--- src/rtl/uart_rx_byte.sv ---
// 16x oversampling UART receiver: 8 data bits, optional odd/even parity, one stop bit.
// Each good byte appears on rx_data with a rising edge on rdsig; framing/parity errors are flagged per byte.
module uart_rx_byte #(
  parameter int unsigned CLK_FREQ   = 50000000,
  parameter int unsigned BAUD       = 9600,
  parameter int unsigned OVERSAMPLE = 16,
  parameter int unsigned PARITY     = 0
) (
  input  logic       clk,
  input  logic       rst_n,
  input  logic       rx,
  output logic [7:0] rx_data,
  output logic       rdsig,
  output logic       frame_error,
  output logic       parity_error
);

  localparam int unsigned DIV   = CLK_FREQ / (BAUD * OVERSAMPLE);
  localparam int unsigned CNT_W = (DIV > 1) ? $clog2(DIV) : 1;
  localparam logic [CNT_W-1:0] DIV_LAST = CNT_W'(DIV - 1);

  typedef enum logic [2:0] {S_IDLE, S_START, S_DATA, S_PARITY, S_STOP} state_t;

  state_t             state_q, state_d;
  logic               rx_meta, rx_s, rx_s_d;
  logic [CNT_W-1:0]   cnt_q, cnt_d;
  logic [3:0]         sub_q, sub_d;
  logic [2:0]         idx_q, idx_d;
  logic [1:0]         smp_q, smp_d;
  logic [7:0]         shreg_q, shreg_d;
  logic               perr_q, perr_d;
  logic [7:0]         rx_data_d;
  logic               rdsig_d, fe_d, pe_d;

  logic tick, resolve, bit_end, bit_v, start_edge;

  assign tick       = (cnt_q == DIV_LAST);
  assign resolve    = tick && (sub_q == 4'd8);
  assign bit_end    = tick && (sub_q == 4'd15);
  assign start_edge = rx_s_d && !rx_s;
  // 2-of-3 vote over the samples taken as sub advances to 7, 8 and 9
  assign bit_v      = (smp_q[0] & smp_q[1]) | (rx_s & (smp_q[0] | smp_q[1]));

  // Next-state and next-output logic
  always_comb begin
    state_d   = state_q;
    cnt_d     = tick ? '0 : cnt_q + CNT_W'(1);
    sub_d     = sub_q;
    idx_d     = idx_q;
    smp_d     = smp_q;
    shreg_d   = shreg_q;
    perr_d    = perr_q;
    rx_data_d = rx_data;
    rdsig_d   = rdsig;
    fe_d      = frame_error;
    pe_d      = parity_error;

    if (state_q != S_IDLE && tick) begin
      sub_d = sub_q + 4'd1;
      if (sub_q == 4'd6) smp_d[0] = rx_s;
      if (sub_q == 4'd7) smp_d[1] = rx_s;
    end

    unique case (state_q)
      S_IDLE: begin
        if (start_edge) begin
          state_d = S_START;
          rdsig_d = 1'b0;
          cnt_d   = '0;
          sub_d   = '0;
          perr_d  = 1'b0;
        end
      end
      S_START: begin
        if (resolve && bit_v) begin
          state_d = S_IDLE;
        end else if (bit_end) begin
          state_d = S_DATA;
          idx_d   = '0;
        end
      end
      S_DATA: begin
        if (resolve) shreg_d = {bit_v, shreg_q[7:1]};
        if (bit_end) begin
          if (idx_q == 3'd7) state_d = (PARITY != 0) ? S_PARITY : S_STOP;
          else               idx_d   = idx_q + 3'd1;
        end
      end
      S_PARITY: begin
        if (resolve) perr_d = (PARITY == 1) ? ~(^{shreg_q, bit_v}) : (^{shreg_q, bit_v});
        if (bit_end) state_d = S_STOP;
      end
      S_STOP: begin
        // Leave at mid-stop so a back-to-back start edge is not missed
        if (resolve) begin
          state_d = S_IDLE;
          if (!bit_v) begin
            fe_d = 1'b1;
          end else if (perr_q) begin
            pe_d = 1'b1;
            fe_d = 1'b0;
          end else begin
            rx_data_d = shreg_q;
            rdsig_d   = 1'b1;
            fe_d      = 1'b0;
            pe_d      = 1'b0;
          end
        end
      end
      default: state_d = S_IDLE;
    endcase
  end

  // Synchronizer, FSM state and registered outputs
  always_ff @(posedge clk) begin
    if (!rst_n) begin
      rx_meta      <= 1'b1;
      rx_s         <= 1'b1;
      rx_s_d       <= 1'b1;
      state_q      <= S_IDLE;
      cnt_q        <= '0;
      sub_q        <= '0;
      idx_q        <= '0;
      smp_q        <= '0;
      shreg_q      <= '0;
      perr_q       <= 1'b0;
      rx_data      <= 8'h00;
      rdsig        <= 1'b0;
      frame_error  <= 1'b0;
      parity_error <= 1'b0;
    end else begin
      rx_meta      <= rx;
      rx_s         <= rx_meta;
      rx_s_d       <= rx_s;
      state_q      <= state_d;
      cnt_q        <= cnt_d;
      sub_q        <= sub_d;
      idx_q        <= idx_d;
      smp_q        <= smp_d;
      shreg_q      <= shreg_d;
      perr_q       <= perr_d;
      rx_data      <= rx_data_d;
      rdsig        <= rdsig_d;
      frame_error  <= fe_d;
      parity_error <= pe_d;
    end
  end

endmodule

--- config.mk ---
export PLATFORM = sky130hd
export DESIGN_NAME = uart_rx_byte
export DESIGN_NICKNAME = d
export VERILOG_FILES = /design/src/rtl/uart_rx_byte.sv
export SDC_FILE = /design/constraint.sdc
export NUM_CORES = 1
export LEC_CHECK = 0
export ABC_AREA = 1
export BUFFER_PORTS_ARGS = -buffer_cell sky130_fd_sc_hd__buf_4
export CORE_UTILIZATION = 30
export CTS_BUF_LIST = sky130_fd_sc_hd__clkbuf_2 sky130_fd_sc_hd__clkbuf_4 sky130_fd_sc_hd__clkbuf_8
export DETAILED_ROUTE_END_ITERATION = 8
export HOLD_SLACK_MARGIN = 0.05
export PLACE_DENSITY_LB_ADDON = 0.05
export SYNTH_ARGS = -nofsm -noshare
export SYNTH_HDL_FRONTEND = slang
export SYNTH_SLANG_ARGS = --single-unit
--- constraint.sdc ---
create_clock -name clk -period 1.42 [get_ports clk]
set_input_delay 0.071 -clock clk [delete_from_list [all_inputs] [get_ports clk]]
set_output_delay 0.071 -clock clk [all_outputs]
set_load 0.05 [all_outputs]
# Word level (Yosys, flattened, before mapping)
# Cells that the tools add are included.
# op_classes
addsub	3
n_eq_ne	22
n_mux	28
bitwise_logic	5
reduce_logical	22
# ops
operator	count
$mux W3	11
$mux W9	3
$ne A2 B2 Y1 const B	11
$pmux W3 S5	1
$mux W4	3
$reduce_and A5 Y1	2
$add A9 B1 Y9 const B	1
$eq A9 B9 Y1 const B	1
$reduce_xor A9 Y1	1
$eq A4 B3 Y1 const B	2
$eq A4 B4 Y1 const B	2
$reduce_and A2 Y1	4
$mux W1	7
$eq A3 B2 Y1 const B	2
$eq A3 B3 Y1 const B	2
$pmux W3 S2	1
$reduce_and A3 Y1	2
$reduce_and A6 Y1	1
$reduce_bool A2 Y1	3
$logic_and A1 B1 Y1	5
$add A4 B1 Y4 const B	1
$pmux W1 S2	2
$reduce_and A4 Y1	1
$add A3 B1 Y3 const B	1
other kinds (8)	10
# word_totals
regBits	44
output_inout_bits	11
elab_cells	95

# Longest topological paths before layout
# depth
ltp_word	6
ltp_mapped	14
depth_no_buf	14

# Least setup slack after synthesis
# No wires, ideal clock.
# synth_path
path_type	register -> register
start	reg sub_q[0]
end	reg rx_data[1]
setup_time_ns	0.116
arrival_ns	1.406
required_ns	1.304
path_slack_ns	-0.102
stages_incl_launch_ff	12
path_buffers	0
period_less_slack_ns	1.522
cell_sequence	dfxtp_1 inv_1 ha_1 nand2_1 nor2_1 nand2_4 nor2_4 nand2_2 inv_2 nand2_2 nor2_1 nor2_1
# synth_via
elab_chain_len	3
# synth_lines
item	line_no	source
start: declaration	27	logic [3:0] sub_q, sub_d;
start signal: assignment	137	sub_q <= sub_d;
$eq A4 B4 Y1	38	assign resolve = tick && (sub_q == 4'd8);
$logic_and A1 B1 Y1	38	
$reduce_and A4 Y1 (no source line)	-	
end signal: assignment	142	rx_data <= rx_data_d;
end: declaration	12	output logic [7:0] rx_data,
# No other way between the ends.
# A chain may end at the register's enable or synchronous reset.

# Final worst setup path
# layout_path
start	reg cnt_q[0]
end	reg shreg_q[6]
# layout_via
elab_chain_len	3
# layout_lines
item	line_no	source
start: declaration	26	logic [CNT_W-1:0] cnt_q, cnt_d;
start signal: assignment	136	cnt_q <= cnt_d;
$eq A9 B9 Y1	37	assign tick = (cnt_q == DIV_LAST);
$logic_and A1 B1 Y1	38	
$reduce_and A2 Y1 (no source line)	-	
end signal: assignment	140	shreg_q <= shreg_d;
end: declaration	30	logic [7:0] shreg_q, shreg_d;
# No other way between the ends.

==> summary.md <==
| Metric | Value |
|---|---|
| Initial core utilization | `31.5%` |
| Hold slack final | `0.442 ns` |
| Area growth from synthesis to layout | `40.9%` |
| R2R setup slack | `-0.15 ns` |
| DR vias | `1872` |
| Antenna fix cells | `0` |
| Final Hold Viols | `0` |
| Clock-pin slew on the worst setup and hold paths | `0.09 ns` |
| Antenna Nets Post-Route | `0` |
| Skew final | `0.00863 ns` |
| Min setup slack post-route | `-0.148 ns` |
| Design Area, Final | `2850 um2` |
| Failing checks | `setup timing` |
| CTS buffer count | `5` |
| Hold Path Class | `reg -> reg` |
| First-pass GRT wire length | `7870 um` |
| Max-cap violations | `0` |
| I/O pins | `14` |
| GR Util All Layers | `14.1%` |
| DRT Pass-1 Iters | `4` |
| Core ar. | `6420 um2` |
| Maximum VDD drop | `0.641 mV` |
| DP Cell Count | `397` |
| Worst setup SP type | `register` |
| R2R cell count | `12` |
| Synth Instances | `271` |
| CP arrival | `1.80 ns` |
| Initial DRC Count | `65` |
| Yosys warning total | `0` |
| Final setup viols | `40` |
| Post-synthesis net count | `281` |
| Clk sinks | `44` |
| Wire per inst | `11.3 um` |
| Largest net degree at the start of global routing | `15` |
| Fin crit share | `110%` |
| Reg2reg start | `cnt_q[0]$_SDFF_PN0_` |
| IO buf count | `13` |
| Share of post-route cells with drive strength above 1 | `32.5%` |
| Required @ worst endpoint | `1.66 ns` |
| Row cnt | `29` |
| Count of non-filler cells in the finished layout | `412` |
| Die Footprint | `7080 um2` |
| Die width | `84.1 um` |
| Placed instance area | `2530 um2` |
| Post-synthesis sequential area ratio | `43.5%` |
| Unrepaired setup endpoints after global routing | `yes` |
| Relative slew slack | `70.0%` |
| # nets final | `344` |
| Detailed Route WL | `4650 um` |
| CTS max path bufs | `2` |
| End point of the critical path | `shreg_q[6]$_SDFFE_PN0P_` |
| Endpoint type of the worst setup path | `register` |
| CP max FO | `5` |
| DRC viols | `0` |
| Grt ovf | `0` |
| WS Path Type | `reg -> reg` |
| Placer Congestion | `0.784` |
| Detailed placer's ending HPWL | `3380 um` |
| Initial antenna violation count | `0` |
| Mapped Avg Cell Area | `7.47 um2` |
| Synth unique cells | `26` |
| Mapped Area | `2020 um2` |
| Measured slew at the worst slew-check pin | `0.447 ns` |
| Setup TNS | `-2.99 ns` |
| Yosys reg bits | `44` |
| Vias in the first global route | `1812` |
| Avg Vias per Cell | `4.54` |
| Die H | `84.1 um` |
| Pwr/cell area | `990 nW/um2` |
| Worst-Skew Late Latency | `0.30 ns` |
| Status | `finished with violations` |
| Slew Limit Fails | `0` |
| RR Endpoint | `shreg_q[6]$_SDFFE_PN0P_` |
| Final worst path period need | `1.57 ns` |
| Critical Path Start | `cnt_q[0]$_SDFF_PN0_` |
| CTS tree | `built` |
| Max frequency | `638 MHz` |
| Place WS | `-0.141 ns` |
| Root buf cell | `clkbuf_8` |
| Leakage | `0.00132 uW` |
| CTS H-tree depth | `2` |
-- metal layers --
layer / vias to the layer above / part of all wire [%] / global-route usage [%] / routed length (um)
met1: 854 / 47 / 17.1 / 2210
met5: - / 0 / 0 / 0
met2: 14 / 49 / 24.3 / 2270
met4: 0 / 1.7 / 6.11 / 81
met3: 8 / 2.0 / 2.95 / 91
li1: 996 / - / - / -
-- worst max-delay path: stages, from the launching register on --
cell and delay [ns]:
dfxtp_2 0.33, inv_2 0.06, ha_4 0.12, nand2_2 0.04, inv_2 0.04, nand2_2 0.05, nor2_4 0.15, nand2_4 0.09
buf_4 0.14, nor2_4 0.15, buf_6 0.14, o21ai_0 0.07, a21oi_1 0.11
-- through the flow --
stage / total power, uW / utilization (%)
finish: 2820 / 44.4
floorplan: 1600 / -
global route: 3010 / 44.4
global placement: 1790 / 39.4
CTS: 2840 / 42.0
detailed placement: 1780 / 39.4
-- report_power, final --
group	internal (uW)	leakage, uW	total, uW	switching, uW
clock network	576	0.0000614	1030	456
registers	1270	0.000357	1300	28.7
logic	196	0.000903	488	291
total	2050	0.00132	2820	776
-- synth_stat cells --
cell type,number,share of area (%)
nand3b_1,2,0.74
a31oi_1,2,0.62
o21ai_1,2,0.49
nand2_2,3,0.93
a21oi_1,16,4.0
nor2_1,50,9.3
nand4_1,1,0.31
xnor2_1,4,1.7
nand2_4,1,0.56
or2_2,2,0.62
o21ai_0,22,5.4
nor2_4,4,2.2
inv_2,1,0.19
inv_1,35,6.5
nor2_8,1,0.99
nor3_1,4,0.99
o211ai_1,1,0.37
nand3_1,15,3.7
ha_1,7,4.3
clkbuf_1,2,0.37
nand2_1,41,7.6
xor2_1,7,3.0
dfxtp_1,44,44
o22ai_1,1,0.31
o2111ai_1,2,0.87
a211oi_1,1,0.37
-- worst min-delay path by stage --
stage	from	endpoint	slack, ns	cells past startpoint
final	rx_meta$_SDFF_PN1_	rx_s$_SDFF_PN1_	0.44	1
after global placement	rx	rx_meta$_SDFF_PN1_	0.26	2
after CTS	rx_meta$_SDFF_PN1_	rx_s$_SDFF_PN1_	0.45	1
after global routing	rx_meta$_SDFF_PN1_	rx_s$_SDFF_PN1_	0.45	1
after floorplan	rx	rx_meta$_SDFF_PN1_	0.18	1
after detailed placement	rx	rx_meta$_SDFF_PN1_	0.26	2
-- flip-flops by register name, summed over array words and instances (netlist names) --
register      cells
cnt_q             9
rdsig             1
sub_q             4
rx_s_d            1
frame_error       1
rx_s              1
state_q           3
rx_data           8
parity_error      1
idx_q             3
shreg_q           8
rx_meta           1
perr_q            1
smp_q             2
-- cell usage in the layout, fill, tap and decap left out, types with 10 or more instances in the layout --
cell / instances
inv_1: 30
nor2_2: 10
nor2_1: 36
dfxtp_1: 41
o21ai_1: 10
a21oi_1: 16
nand3_1: 15
nand2_1: 36
buf_4: 47
o21ai_0: 11
-- kinds of logic after synthesis --
logic type,count (synthesis),share of synthesized area [%]
XOR/XNOR,11,4.76
AND/OR/NAND/NOR,124,27.9
AO/OA/AOI/OAI,47,12.4
buffers and inverters,38,7.05
flip-flops,44,43.5
adder cells (fa/ha/maj),7,4.33
-- repair_timing --
item,4_1_cts,5_1_grt
setup endpoints to repair,34,41
hold endpoints to repair,2,0
cloned,0,1
setup buffers,1,3
pin swaps,2,8
resized for setup,12,41
hold buffers,2,0
-- layout make-up --
| class | instances | area, um2 |
|---|---|---|
| Fill cell | 681 | 3570 |
| Multi-Input combinational cell | 190 | 1140 |
| Clock buffer | 6 | 82.6 |
| Sequential cell | 44 | 885 |
| Clock inverter | 2 | 38.8 |
| Timing Repair Buffer | 57 | 472 |
| Tap cell | 77 | 96.3 |
| Inverter | 36 | 140 |
No activity file was read; power rests on OpenSTA's default activity.
